## src/rtl/alu_writeback_stage_pkg.sv

```systemverilog
// Shared widths, flag bit positions and the buffered result payload for the ALU writeback stage.
package alu_writeback_stage_pkg;

   localparam int unsigned WORD_SIZE  = 19;
   localparam int unsigned REG_ADDR_W = 3;
   localparam int unsigned FLAG_W     = 4;

   localparam int unsigned ZERO_FLAG     = 0;
   localparam int unsigned SIGN_FLAG     = 1;
   localparam int unsigned CARRY_FLAG    = 2;
   localparam int unsigned OVERFLOW_FLAG = 3;

   typedef struct packed {
      logic [WORD_SIZE-1:0]  result;
      logic [REG_ADDR_W-1:0] dest;
      logic                  wr_en;
      logic                  flags_en;
      logic                  mode;
      logic                  carry;
      logic                  overflow;
   } wb_entry_t;

   typedef enum logic [1:0] {
      FIFO_EMPTY = 2'd0,
      FIFO_ONE   = 2'd1,
      FIFO_TWO   = 2'd2
   } fifo_state_t;

   // Logical ops never report carry/overflow, whatever the unit drove.
   function automatic logic [FLAG_W-1:0] entry_flags(input wb_entry_t e);
      logic [FLAG_W-1:0] f;
      f                = '0;
      f[ZERO_FLAG]     = (e.result == '0);
      f[SIGN_FLAG]     = e.result[WORD_SIZE-1];
      f[CARRY_FLAG]    = ~e.mode & e.carry;
      f[OVERFLOW_FLAG] = ~e.mode & e.overflow;
      return f;
   endfunction

endpackage

```

## src/rtl/alu_writeback_stage_wb_skid_fifo.sv

```systemverilog
// Two-entry skid FIFO of writeback entries; head is always entry 0, flush empties it synchronously.
module wb_skid_fifo
   import alu_writeback_stage_pkg::*;
(
   input  logic       clk,
   input  logic       rst,
   input  logic       push,
   input  logic       pop,
   input  logic       flush,
   input  wb_entry_t  push_entry,
   output wb_entry_t  head,
   output logic [1:0] count,
   output logic       full_c
);

   fifo_state_t state, state_nxt;
   wb_entry_t   head_q, head_nxt;
   wb_entry_t   tail_q, tail_nxt;

   always_ff @(posedge clk or posedge rst) begin
      if (rst) begin
         state  <= FIFO_EMPTY;
         head_q <= '0;
         tail_q <= '0;
      end else begin
         state  <= state_nxt;
         head_q <= head_nxt;
         tail_q <= tail_nxt;
      end
   end

   // Next-state and entry movement; pushes while full and pops while empty are ignored.
   always_comb begin
      state_nxt = state;
      head_nxt  = head_q;
      tail_nxt  = tail_q;
      if (flush) begin
         state_nxt = FIFO_EMPTY;
         head_nxt  = '0;
         tail_nxt  = '0;
      end else begin
         case (state)
            FIFO_EMPTY: begin
               if (push) begin
                  head_nxt  = push_entry;
                  state_nxt = FIFO_ONE;
               end
            end
            FIFO_ONE: begin
               if (push && pop) begin
                  head_nxt = push_entry;
               end else if (push) begin
                  tail_nxt  = push_entry;
                  state_nxt = FIFO_TWO;
               end else if (pop) begin
                  head_nxt  = '0;
                  state_nxt = FIFO_EMPTY;
               end
            end
            FIFO_TWO: begin
               if (pop) begin
                  head_nxt  = tail_q;
                  tail_nxt  = '0;
                  state_nxt = FIFO_ONE;
               end
            end
            default: begin
               state_nxt = FIFO_EMPTY;
            end
         endcase
      end
   end

   assign head   = head_q;
   assign count  = state;
   assign full_c = (state == FIFO_TWO);

endmodule

```

## src/rtl/alu_writeback_stage.sv

```systemverilog
// ALU writeback stage: buffers results, commits them to the register file, updates FLAGS, forwards the head.
module alu_writeback_stage
   import alu_writeback_stage_pkg::*;
(
   input  logic                  clk,
   input  logic                  rst,
   input  logic                  in_valid,
   output logic                  in_ready,
   input  logic [WORD_SIZE-1:0]  in_result,
   input  logic                  in_carry,
   input  logic                  in_overflow,
   input  logic                  in_mode,
   input  logic [REG_ADDR_W-1:0] in_dest,
   input  logic                  in_wr_en,
   input  logic                  in_flags_en,
   input  logic                  rf_busy,
   input  logic                  flush,
   output logic                  rf_wr_en,
   output logic [REG_ADDR_W-1:0] rf_wr_addr,
   output logic [WORD_SIZE-1:0]  rf_wr_data,
   output logic [FLAG_W-1:0]     flags,
   output logic                  fwd_valid,
   output logic [REG_ADDR_W-1:0] fwd_addr,
   output logic [WORD_SIZE-1:0]  fwd_data
);

   wb_entry_t  in_entry;
   wb_entry_t  head;
   logic [1:0] count;
   logic       full_c;
   logic       occupied;
   logic       push;
   logic       commit;

   assign in_entry = '{result:   in_result,
                       dest:     in_dest,
                       wr_en:    in_wr_en,
                       flags_en: in_flags_en,
                       mode:     in_mode,
                       carry:    in_carry,
                       overflow: in_overflow};

   assign in_ready = ~full_c;
   assign push     = in_valid & in_ready;
   assign occupied = (count != 2'd0);
   // Flush wins over commit; a busy write port simply holds the head.
   assign commit   = occupied & ~rf_busy & ~flush;

   wb_skid_fifo u_fifo (
      .clk        (clk),
      .rst        (rst),
      .push       (push),
      .pop        (commit),
      .flush      (flush),
      .push_entry (in_entry),
      .head       (head),
      .count      (count),
      .full_c     (full_c)
   );

   always_ff @(posedge clk or posedge rst) begin
      if (rst) begin
         flags <= '0;
      end else if (commit && head.flags_en) begin
         flags <= entry_flags(head);
      end
   end

   assign rf_wr_en   = commit & head.wr_en;
   assign rf_wr_addr = head.dest;
   assign rf_wr_data = head.result;

   assign fwd_valid  = occupied & head.wr_en;
   assign fwd_addr   = head.dest;
   assign fwd_data   = head.result;

endmodule

```

## config.mk

```make
export PLATFORM = sky130hd
export DESIGN_NAME = alu_writeback_stage
export DESIGN_NICKNAME = d
export VERILOG_FILES = /design/src/rtl/alu_writeback_stage_pkg.sv /design/src/rtl/alu_writeback_stage_wb_skid_fifo.sv /design/src/rtl/alu_writeback_stage.sv
export SDC_FILE = /design/constraint.sdc
export NUM_CORES = 1
export LEC_CHECK = 0
export CORE_MARGIN = 1.5
export CORE_UTILIZATION = 50
export DETAILED_ROUTE_END_ITERATION = 10
export MAX_ROUTING_LAYER = met4
export PLACE_DENSITY = 0.8
export SYNTH_ARGS = -nofsm -noshare
export SYNTH_HDL_FRONTEND = slang
export SYNTH_SLANG_ARGS = --single-unit
```

## constraint.sdc

```tcl
create_clock -name clk -period 2.5 [get_ports clk]
set_input_delay 0.625 -clock clk [delete_from_list [all_inputs] [get_ports clk]]
set_output_delay 0.625 -clock clk [all_outputs]
set_load 0.03 [all_outputs]
```

Word level (Yosys, flattened, before mapping) --
Cells that the tools add are included.
Word-level totals: register bits 60, input bits 32, output and inout bits 51, logic and storage cells 63
Cells by class: eq/ne operators 9, mux-type cells 17, bitwise gates (word level) 11, reductions and logical operators 10
Operators by type and width (number):
- 27-bit two-way mux | 8
- 27-bit case mux with 3 select lines | 1
- 27-bit case mux with 2 select lines | 1
- 19-bit logical NOT | 1
- 2-bit two-way mux | 6
- 3-bit by 2-bit inequality test with 1-bit output (second input constant) | 3
- 4-bit by 3-bit inequality test with 1-bit output (second input constant) | 2
- 4-bit AND reduction | 2
- 1-bit AND | 7
- 2-bit case mux with 3 select lines | 1
- 5-bit AND reduction | 1
- 4-bit inequality test (second input constant) | 1
- 1-bit NOT | 4
- 4-bit nonzero test | 1
- 3-bit inequality test (second input constant) | 1
- 3-bit nonzero test | 1
- 2-bit by 1-bit == test with 1-bit output (second input constant) | 1
- 2-bit == test (second input constant) | 1
- 1-bit logical AND | 2
- 2-bit logical NOT | 1
- 2-bit nonzero test | 1

Logic depth before layout (Yosys ltp) --
Gate-level depths: netlist (run 1).
word-level depth 8, gate-level depth with buffers 9, depth with buffers taken out 6

Modules after synthesis --
Synthesis (run 1) repeated with hierarchy kept, for this count alone.
Second synthesis, totals: cells, all modules 403, area, all modules 3443.3 µm²
By module, submodules not included:
- wb_skid_fifo | instances 1, cells an instance 355, area an instance 2992.9 µm², sequential area each 1401.3 µm²
- alu_writeback_stage | instances 1, cells an instance 48, area an instance 450.4 µm², sequential area each 100.1 µm²

Worst setup path before layout (run 1) --
No wires, ideal clock.
path type input to output, start point in flush, end point out rf_wr_en, data arrival time 1.335 ns, setup slack 0.540 ns, cell stages on the path 3, buffers on the path 1, cells stage by stage clkbuf_1 nor3_1 and2_1
On the way: longest elaborated chain between the ends 3
RTL lines:
- from (decl) | RTL line alu_writeback_stage.sv:17 | input logic flush,
- 1-bit NOT | RTL line alu_writeback_stage.sv:47 | assign commit = occupied & ~rf_busy & ~flush;
- 1-bit AND | RTL line alu_writeback_stage.sv:47
- 1-bit AND | RTL line alu_writeback_stage.sv:69 | assign rf_wr_en = commit & head.wr_en;
- to (decl) | RTL line alu_writeback_stage.sv:18 | output logic rf_wr_en,
Every way passes these cells.

Worst setup path in the final report (run 1) --
start point reg u_fifo.state[0], in the netlist u_fifo.count[0], end point out rf_wr_en
On the way: longest elaborated chain between the ends 4
RTL lines:
- from (decl) | RTL line alu_writeback_stage_wb_skid_fifo.sv:16 | fifo_state_t state, state_nxt;
- from (signal assigned) | RTL line alu_writeback_stage_wb_skid_fifo.sv:26 | state <= state_nxt;
- 2-bit nonzero test | RTL line alu_writeback_stage.sv:45 | assign occupied = (count != 2'd0);
- 1-bit AND (2 in a row) | RTL line alu_writeback_stage.sv:47
- 1-bit AND | RTL line alu_writeback_stage.sv:69
Every way passes these cells.

==> impl_metrics.tcl, run 1 <==
set metrics [dict create \
    ant_nets 0 \
    worstPathArrival_ps 1740 \
    num_antenna_cells 0 \
    yosysTopAreaCell "dfrtp_1" \
    critPathRequiredTime_ps 1880 \
    met1_usage_pct 28.6 \
    endpoint "rf_wr_en" \
    finalSetupViolations 0 \
    busiest_layer "met2" \
    setup.worst_path.end_class "output port" \
    grt_max_degree 55 \
    worst-setup-path-type "reg2out" \
    routedWlPerCell_um 17.4 \
    synthCells 340 \
    clk_path_buf_depth 2 \
    p_leak_nw 1.81 \
    cts_inserted_buffers 9 \
    rr_endpoint "u_fifo.tail_q[12]$_DFFE_PP0P_" \
    status "finished clean" \
    start_util_pct 52.8 \
    cts-root-buf "clkbuf_8" \
    post_cts_buffers 0 \
    die-area_mm2 0.00736 \
    rows 29 \
    r2r_setup_slack_ps 170 \
    nNetsFinal 420 \
    slowest_stage "dfrtp_1" \
    yosys-top-cells-area "dfrtp_1, buf_4, a221oi_2" \
    grt_pass1_wl_um 12700 \
    max_slew_margin_pct 22.6 \
    vias_per_cell 5.79 \
    place_area_mm2 0.00402 \
    layout-drive-gt1-share_pct 22.2 \
    synth_top_area_share_pct 43.8 \
    routed_wl_um 8080 \
    die_x_um 85.8 \
    worst_slew_pin_slew_ps 1160 \
    cpMostUsedCell "buf_4" \
    synthAdderAreaFrac_pct 1.83 \
    cp-start-kind "flop" \
    syn_area_per_cell_um2 10.1 \
    synthXorXnorAreaFrac_pct 0 \
    drv_slew 0 \
    startpoint "u_fifo.count[0]$_DFFE_PP0P_" \
    cp_cell_sequence "inv_1 > ha_1 > buf_4 > nor3_4 > and2_1 > buf_4" \
    cp_max_fo 8 \
    route.detailed.drc 0 \
    hold_violations 0 \
    max_freq_mhz 423 \
    dp_hpwl_um 5410 \
    gr-total-overflow 0 \
    clkSlewWorstSetupHoldPaths_ps 70 \
    ys_ff_latch 60 \
    htree_levels 3 \
    synth_seq_area_share_pct 43.8 \
    synth-compound-area-share_pct 17.9 \
    fillers 504 \
    synthToLayoutAreaGrowth_pct 24.6 \
    clock_latency_ps 340 \
    ys.warnings.count 0 \
    utilization_pct 65.7 \
    fin_crit_sh_pct 94.5 \
    fin_worst_skew_ps 12.2 \
    reg2reg_depth 5 \
    drv_cap 0 \
    syn_area_mm2 0.00343 \
    syn_nets 377 \
    finalCriticalPeriod_ps 2360 \
    synth_top_family_by_area "simple AND/OR/NAND/NOR gates" \
    boundaryPins 83 \
    clock-sinks 60 \
    muxShareOfSynthArea_pct 0.657 \
    synth-simple-area-share_pct 21.6 \
    drt_iter0_markers 159 \
    p_per_area_mw_per_mm2 1050 \
    grt_antenna_before_repair 0 \
    vias 2691 \
    worstReg2RegStart "u_fifo.count[1]$_DFFE_PP0P_" \
    hold_path.class "reg2reg" \
    core_region_area_mm2 0.00649 \
    firstDrtPassIters 7 \
    io_buffers 82 \
    grt_util_met3_pct 3.95 \
    gp_congestion 0.808 \
    ir_worst_vdd_uv 457 \
    crit_path_max_incr_delay_ps 400 \
    regArea_mm2 0.00150 \
    yosysUniqueCellTypes 33 \
    multiInputGateArea_mm2 0.00148 \
    grt.total_usage_pct 22.9 \
    die_h_um 85.8 \
    postLayoutCellArea_mm2 0.00427 \
    cts_tree "done" \
    grt_pass1_vias 2575 \
    met2_usage_pct 36.1 \
]
synthesized netlist by cell type (all sizes together):
cell type	number
nand2	31
o31ai	1
nor2b	2
o21ai	33
a221oi	28
a21oi	1
inv	4
and2	2
and4bb	1
mux2	2
nor2	32
nand4	1
a221o	1
dfrtp	60
nand3b	2
o21bai	1
clkbuf	13
buf	55
ha	5
nor3	29
o41ai	1
nand3	27
nor4	4
nand2b	2
or4	2
timing repair:
item,CTS,global route
resized for setup,0,5
hold buffers,0,0
endpoints found under the setup margin,0,27
worst min-delay path by stage:
stage,startpoint,endpoint,depth (start not counted)
2_1_floorplan,u_fifo.head[3]$_DFFE_PP0P_,u_fifo.head[3]$_DFFE_PP0P_,2
3_5_place_dp,flags[0]$_DFFE_PP0P_,flags[0]$_DFFE_PP0P_,2
6_report,flags[0]$_DFFE_PP0P_,flags[0]$_DFFE_PP0P_,2
4_1_cts,flags[0]$_DFFE_PP0P_,flags[0]$_DFFE_PP0P_,2
5_1_grt,flags[0]$_DFFE_PP0P_,flags[0]$_DFFE_PP0P_,2
3_3_place_gp,flags[0]$_DFFE_PP0P_,flags[0]$_DFFE_PP0P_,2
registers in the layout, summed over array words and instances (netlist names):
signal / flops
flags: 4
u_fifo.count: 2
u_fifo.head: 27
u_fifo.tail_q: 27
layer usage:
metal / part of all wire (%) / routed length [um]
met4: 2.7 / 221
met5: 0 / 0
met2: 50 / 4040
met3: 6.2 / 504
met1: 41 / 3310
layout make-up:
| class | instances | share of cell area (%) |
|---|---|---|
| Multi-Input combinational cell | 209 | 34.6 |
| Clock inverter | 7 | 2.32 |
| Timing Repair Buffer | 99 | 22.5 |
| Inverter | 4 | 0.352 |
| Tap cell | 77 | 2.26 |
| Clock buffer | 9 | 2.90 |
| Sequential cell | 60 | 35.2 |
through the flow:
stage          setup WS, ps  TNS (ps)  power (W)  instances  hold WS [ps]
6_report                137         0    0.00447        465           488
5_1_grt              -0.352    -0.352    0.00469        465           541
4_1_cts                3.92         0    0.00446        464           492
3_5_place_dp           -111     -1180    0.00349        448           476
3_3_place_gp           42.3         0    0.00344        448           468
2_1_floorplan           390         0    0.00303        340           496
critical path, delay by kind of cell (launching register included):
family	cells	cell delay [ps]
adder cells (fa/ha/maj)	1	230
buffers and inverters	3	440
flip-flops	1	400
AND/OR/NAND/NOR	2	320
power by group:
group,total (W),internal [W],leakage [nW],switching (W)
sequential,0.00138,0.00119,0.793,0.000194
clock,0.000973,0.000565,0.110,0.000407
combinational,0.00211,0.000835,0.903,0.00128
cells by family (layout without fill, tap and decap cells):
group           Yosys count  count (layout)
compound gates           66              67
buf+inv                  72             119
simple gates            135             135
mux                       2               2
fa+ha+maj                 5               5
flops                    60              60
placed cells by master (no fill, tap or decap), types with 2 or more instances in the layout:
master	count
clkdlybuf4s50_1	78
dfrtp_1	60
o21ai_0	32
nand2_1	31
nor2_1	30
nand3_1	27
a221oi_2	20
nor3_2	20
buf_4	17
clkbuf_8	9
nor3_1	8
a221oi_1	7
ha_1	5
nor4_1	4
inv_1	3
and2_1	2
nor2_2	2
nor2b_1	2
or4_1	2
nand2b_1	2
mux2_2	2
clkinv_4	2
bufinv_16	2
dlymetal6s2s_1	2
Power figures use the tool's default switching activity.
==> inputs of run 2 (changes only) <==
--- a/config.mk
+++ b/config.mk
@@ -9,7 +9,8 @@
 export CORE_UTILIZATION = 50
 export DETAILED_ROUTE_END_ITERATION = 10
 export MAX_ROUTING_LAYER = met4
-export PLACE_DENSITY = 0.8
+export PLACE_DENSITY = 0.79
 export SYNTH_ARGS = -nofsm -noshare
 export SYNTH_HDL_FRONTEND = slang
+export SYNTH_HIERARCHICAL = 1
 export SYNTH_SLANG_ARGS = --single-unit
==> run 2 against run 1 <==
Against the previous run: maximum frequency rose by 2.3%; critical path depth decreased by 2; non-clock buffer count shrank 1; power increased by 9.8%; register-to-register slack gained 130 ps; final area is 4.0% higher; sequential power rose by 6%; flip-flop and latch count stayed put; synthesized area rose by 0.47%; critical path type unchanged.
==> impl_metrics.tcl, run 2 <==
set metrics [dict create \
    status "finished clean" \
    clk_path_buf_depth 2 \
    postCtsHoldBufs 0 \
    yosys-top-cells-area "dfrtp_1, nand2_1, a21oi_1" \
    synth_common_cells "nand2_1, dfrtp_1, a21oi_1" \
    cpMostUsedCell "inv_1" \
    ys_ff_latch 60 \
    final_cells 548 \
    synth_top_area_share_pct 43.6 \
    final_cell_mix "nand2_1, clkdlybuf4s50_1, dfrtp_1" \
    multiInputGateArea_mm2 0.00160 \
    clock_latency_ps 340 \
    route.detailed.drc 0 \
    post_cts_buffers 0 \
    drv_cap 0 \
    die_h_um 86.0 \
    p_leak_nw 1.85 \
    rr_endpoint "u_fifo/count[1]$_DFFE_PP0P_" \
    syn_area_mm2 0.00344 \
    finalCriticalPeriod_ps 2310 \
    clkSlewWorstSetupHoldPaths_ps 70 \
    hold_path.class "reg2reg" \
    fin_worst_skew_ps 6.16 \
    grt_max_degree 55 \
    worst_slew_pin_slew_ps 677 \
    routedWlPerCell_um 15.3 \
    synth_seq_area_share_pct 43.6 \
    yosysTopAreaCell "dfrtp_1" \
    dp.cells 532 \
    synthCells 403 \
    nNetsFinal 500 \
    rows 30 \
    finalSetupViolations 0 \
    core_region_area_mm2 0.00672 \
    start_util_pct 51.2 \
    synthToLayoutAreaGrowth_pct 29.0 \
    drv_slew 0 \
    slowest_stage "dfrtp_1" \
    setup.worst_path.end_class "output port" \
    reg2reg_depth 7 \
    max_freq_mhz 433 \
    yosysMostFrequentCell "nand2_1" \
    worstReg2RegStart "u_fifo/count[0]$_DFFE_PP0P_" \
    boundaryPins 83 \
    vias 3025 \
    routed_wl_um 8390 \
    firstDrtPassIters 5 \
    syn_area_per_cell_um2 8.54 \
    ant_nets 0 \
    drt_iter0_markers 232 \
    final_common_cell "nand2_1" \
    cpLargestDelayFamily "buffers and inverters" \
    fillers 548 \
    endpoint "in_ready" \
    grt_antenna_before_repair 0 \
    htree_levels 3 \
    place_area_mm2 0.00421 \
    gr-total-overflow 0 \
    syn_nets 440 \
    layout-drive-gt1-share_pct 11.5 \
    gp_congestion 0.920 \
    cp-start-kind "flop" \
    grt_pass1_vias 2719 \
    die-area_mm2 0.00739 \
    crit_path_max_incr_delay_ps 430 \
    dp_hpwl_um 5830 \
    yosysUniqueCellTypes 41 \
    worst-path-buf-inv 3 \
    critPathRequiredTime_ps 1880 \
    synth-edff-count 0 \
    ir_worst_vdd_uv 531 \
    hold_violations 0 \
    vias_per_cell 5.52 \
    dp_slack_ps -13.4 \
    r2r_setup_slack_ps 300 \
    worst-setup-path-type "reg2out" \
    max_slew_margin_pct 54.8 \
    cts-root-buf "clkbuf_8" \
    p_per_area_mw_per_mm2 1110 \
    cp.depth 4 \
    fin_crit_sh_pct 92.4 \
    postLayoutCellArea_mm2 0.00444 \
    die_x_um 86.0 \
    cts_tree "done" \
    cp_cell_sequence "inv_1 > ha_1 > inv_1 > dlygate4sd2_1" \
    cp_max_fo 7 \
    worstPathArrival_ps 1680 \
    regArea_mm2 0.00150 \
    hold_slack_ps 479 \
    grt_pass1_wl_um 13700 \
    cts-resized-gates 1 \
    startpoint "u_fifo/count[0]$_DFFE_PP0P_" \
    rsz0062_at_grt "no" \
    layout_setup_ws_ps 191 \
    postSynth.asyncResetShare_pct 100 \
    clock-sinks 60 \
    totalNegativeSetupSlack_ps 0 \
    grt.total_usage_pct 24.7 \
    num_antenna_cells 0 \
    synth_flop_cell "dfrtp_1" \
    io_buffers 82 \
    ys.warnings.count 6 \
    cts_inserted_buffers 9 \
    hold_depth 2 \
]
run 2: cell types whose count changed after synthesis, sizes merged, moves of 17 or more:
cell    delta
nand2     +52
a21oi     +53
a221oi    -28
nand2b    +27
nor3      -27
buf       -17
o21ai     +22
nor2      -28
run 2: layer usage:
metal	vias up	wire [um]	part of all wire, %	track usage, %
met5	-	0	0	-
met4	0	189	2.3	8.80
met3	20	387	4.6	3.18
met2	104	3820	45	34.6
met1	1429	4000	48	36.6
li1	1472	-	-	-
run 2: metrics by stage:
step | utilization (%) | power (W)
after floorplan | - | 0.00316
after global placement | 62.6 | 0.00380
after detailed placement | 62.6 | 0.00388
after CTS | 66.0 | 0.00492
after global routing | 66.1 | 0.00518
final | 66.1 | 0.00491
run 2: cell type report:
class                           count  area share (%)
Clock buffer                       11            2.96
Clock inverter                      5            2.25
Inverter                            6           0.507
Multi-Input combinational cell    288            36.0
Sequential cell                    60            33.8
Tap cell                           80            2.25
Timing Repair Buffer               98            22.2
run 2: kinds of logic after synthesis:
family                     after synthesis  synth area share [%]
AOI/OAI and AO/OA                      114                  18.5
buffers and inverters                   55                  10.1
muxes                                    3                  1.31
xor gates and xnor gates                 1                 0.254
DFF                                     60                  43.6
and+or+nand+nor                        165                  24.4
adders and majority gates                5                  1.82
run 2: worst min path at each step:
stage / to / from / slack [ps]
floorplan: flags[0]$_DFFE_PP0P_ / rst / 390
global placement: u_fifo/head[4]$_DFFE_PP0P_ / u_fifo/head[4]$_DFFE_PP0P_ / 460
detailed placement: u_fifo/tail_q[2]$_DFFE_PP0P_ / u_fifo/tail_q[2]$_DFFE_PP0P_ / 460
CTS: u_fifo/tail_q[2]$_DFFE_PP0P_ / u_fifo/tail_q[2]$_DFFE_PP0P_ / 480
global route: u_fifo/head[1]$_DFFE_PP0P_ / u_fifo/head[1]$_DFFE_PP0P_ / 500
finish: u_fifo/head[4]$_DFFE_PP0P_ / u_fifo/head[4]$_DFFE_PP0P_ / 480
run 2: tightest hold or removal path, delay by kind of cell, from the launching register on:
kind               cells  cell delay (ps)
DFF                    1              340
and+or+nand+nor        1               50
AOI/OAI and AO/OA      1               60
run 2: where the power goes:
| group | total (W) | switching [W] | internal (W) |
|---|---|---|---|
| sequential | 0.00146 | 0.000220 | 0.00125 |
| combinational | 0.00240 | 0.00141 | 0.000999 |
| clock | 0.00104 | 0.000381 | 0.000660 |
==> inputs of run 3 (changes only) <==
--- a/config.mk
+++ b/config.mk
@@ -10,6 +10,8 @@
 export DETAILED_ROUTE_END_ITERATION = 10
 export MAX_ROUTING_LAYER = met4
 export PLACE_DENSITY = 0.79
+export REMOVE_ABC_BUFFERS = 1
+export SLEW_MARGIN = 20
 export SYNTH_ARGS = -nofsm -noshare
 export SYNTH_HDL_FRONTEND = slang
 export SYNTH_HIERARCHICAL = 1
==> run 3 against run 2 <==
Against the previous run: clock skew up 5.0 ps; maximum frequency down 4.2%; largest power group unchanged; non-clock buffer count fell by 1; via count up 0.46%; core utilization fell by 0.20 points; clock-buffer cell count unchanged; highest routed layer unchanged; worst hold slack about the same; flip-flop and latch count stayed put; combinational power barely moved.
==> impl_metrics.tcl, run 3 (synthesis gave the netlist of run 2 again) <==
set metrics [dict create \
    status "finished clean" \
    route.detailed.drc 0 \
    critPathRequiredTime_ps 2750 \
    worst-setup-path-type "in2reg" \
    vias_per_cell 5.57 \
    dp.cells 531 \
    clk_path_buf_depth 2 \
    drt_iter0_markers 203 \
    p_leak_nw 1.84 \
    synthToLayoutAreaGrowth_pct 28.6 \
    final_common_cell "nand2_1" \
    slowest_stage "nor3_1" \
    crit_path_max_incr_delay_ps 550 \
    clock_latency_ps 350 \
    routedWlPerCell_um 15.6 \
    finalCriticalPeriod_ps 2410 \
    die_x_um 86.0 \
    grt_antenna_before_repair 0 \
    cp.depth 7 \
    num_antenna_cells 0 \
    worstPathArrival_ps 2660 \
    hold_path.class "reg2reg" \
    htree_levels 3 \
    p_sw_w 0.00203 \
    die-area_mm2 0.00739 \
    grt_util_met3_pct 4.62 \
    fillers 526 \
    fin_worst_skew_ps 11.2 \
    drv_cap 0 \
    grt.total_usage_pct 25.4 \
    max_slew_margin_pct 54.7 \
    io_buffers 82 \
    ant_nets 0 \
    cp_cell_sequence "clkdlybuf4s50_1 > nor3_1 > and4bb_4 > a311oi_4 > buf_12 > nand2_1 > o21ai_0" \
    cpLargestDelayFamily "simple AND/OR/NAND/NOR gates" \
    final_cell_mix "nand2_1, clkdlybuf4s50_1, dfrtp_1" \
    hold_slack_ps 479 \
    clkSlewWorstSetupHoldPaths_ps 70 \
    cp_max_fo 38 \
    routed_wl_um 8540 \
    cts-root-buf "clkbuf_8" \
    drv_slew 0 \
    clock-sinks 60 \
    dp_hpwl_um 5750 \
    start_util_pct 51.2 \
    setup.worst_path.end_class "flop" \
    ir_worst_vdd_uv 484 \
    die_h_um 86.0 \
    hold_depth 2 \
    cts_inserted_buffers 9 \
    final_cells 546 \
    hold_violations 0 \
    boundaryPins 83 \
    met2_usage_pct 41.0 \
    worst-path-buf-inv 2 \
    firstDrtPassIters 5 \
    cts_tree "done" \
    pwr-share-comb_pct 48.8 \
    met1_usage_pct 30.6 \
    rsz0062_at_grt "no" \
    max_freq_mhz 415 \
    vias 3039 \
    core_region_area_mm2 0.00672 \
    gp_congestion 0.952 \
    p_seq_share_pct 29.9 \
    finalSetupViolations 0 \
    utilization_pct 65.9 \
    dp_slack_ps -198 \
    rows 30 \
    totalNegativeSetupSlack_ps 0 \
    p_int_w 0.00291 \
    nNetsFinal 499 \
    busiest_layer "met2" \
    post_cts_buffers 0 \
    switching_share_pct 41.0 \
    worst_slew_pin_slew_ps 678 \
    layout_setup_ws_ps 88.8 \
    reg2reg_depth 8 \
    layout-drive-gt1-share_pct 11.4 \
    p_per_area_mw_per_mm2 1120 \
    clockPowerShare_pct 21.2 \
    gr-total-overflow 0 \
    cp-start-kind "input port" \
    grt_pass1_vias 2907 \
    fin_crit_sh_pct 96.4 \
    grt_pass1_wl_um 13900 \
    grt_max_degree 41 \
]
-- run 3: final cells by class --
| type | count | area [um2] | area share, % |
|---|---|---|---|
| Tap cell | 80 | 100 | 2.26 |
| Sequential cell | 60 | 1500 | 33.9 |
| Timing Repair Buffer | 97 | 975 | 22.0 |
| Clock inverter | 4 | 98.8 | 2.23 |
| Inverter | 6 | 22.5 | 0.509 |
| Clock buffer | 11 | 131 | 2.97 |
| Multi-Input combinational cell | 288 | 1600 | 36.1 |
-- run 3: power by group through the flow --
| stage | logic (W) | registers [W] | clock network [W] |
|---|---|---|---|
| finish | 0.00241 | 0.00148 | 0.00105 |
| global route | 0.00260 | 0.00152 | 0.00111 |
| CTS | 0.00242 | 0.00148 | 0.00106 |
| detailed placement | 0.00241 | 0.00149 | 0 |
| global placement | 0.00235 | 0.00148 | 0 |
| floorplan | 0.000896 | 0.00199 | 0 |
-- run 3: routing by layer --
layer | up-vias | share of wire, %
met5 | - | 0
met4 | 0 | 1.6
met3 | 12 | 5.4
met2 | 105 | 50
met1 | 1458 | 43
li1 | 1464 | -
-- run 3: worst paths after layout --
path                                              startpoint  slack (ps)                       endpoint
worst max-delay path                                 rf_busy          90  u_fifo/tail_q[25]$_DFFE_PP0P_
worst min-delay path            u_fifo/tail_q[2]$_DFFE_PP0P_         480   u_fifo/tail_q[2]$_DFFE_PP0P_
worst max register to register   u_fifo/count[0]$_DFFE_PP0P_         200     u_fifo/head[4]$_DFFE_PP0P_
worst min register to register  u_fifo/tail_q[2]$_DFFE_PP0P_         480   u_fifo/tail_q[2]$_DFFE_PP0P_
max in group asynchronous                                rst        1330    u_fifo/head[12]$_DFFE_PP0P_
min in group asynchronous                                rst         510           flags[3]$_DFFE_PP0P_
-- run 3: metrics by stage --
stage	area [um2]	total power, W
floorplan	3120	0.00288
CTS	4420	0.00496
finish	4430	0.00494
detailed placement	4190	0.00391
global placement	4190	0.00383
global route	4430	0.00522
-- run 3: worst min-delay path, cell delays in order (launching register included) --
cell	delay (ps)
dfrtp_1	340
nand2_1	60
o21ai_2	50
-- run 3: repair_timing --
action                                  CTS  global route
endpoints found under the setup margin    1             0
hold endpoints to repair                  0             0
hold buffers                              0             0
resized for setup                         1             0
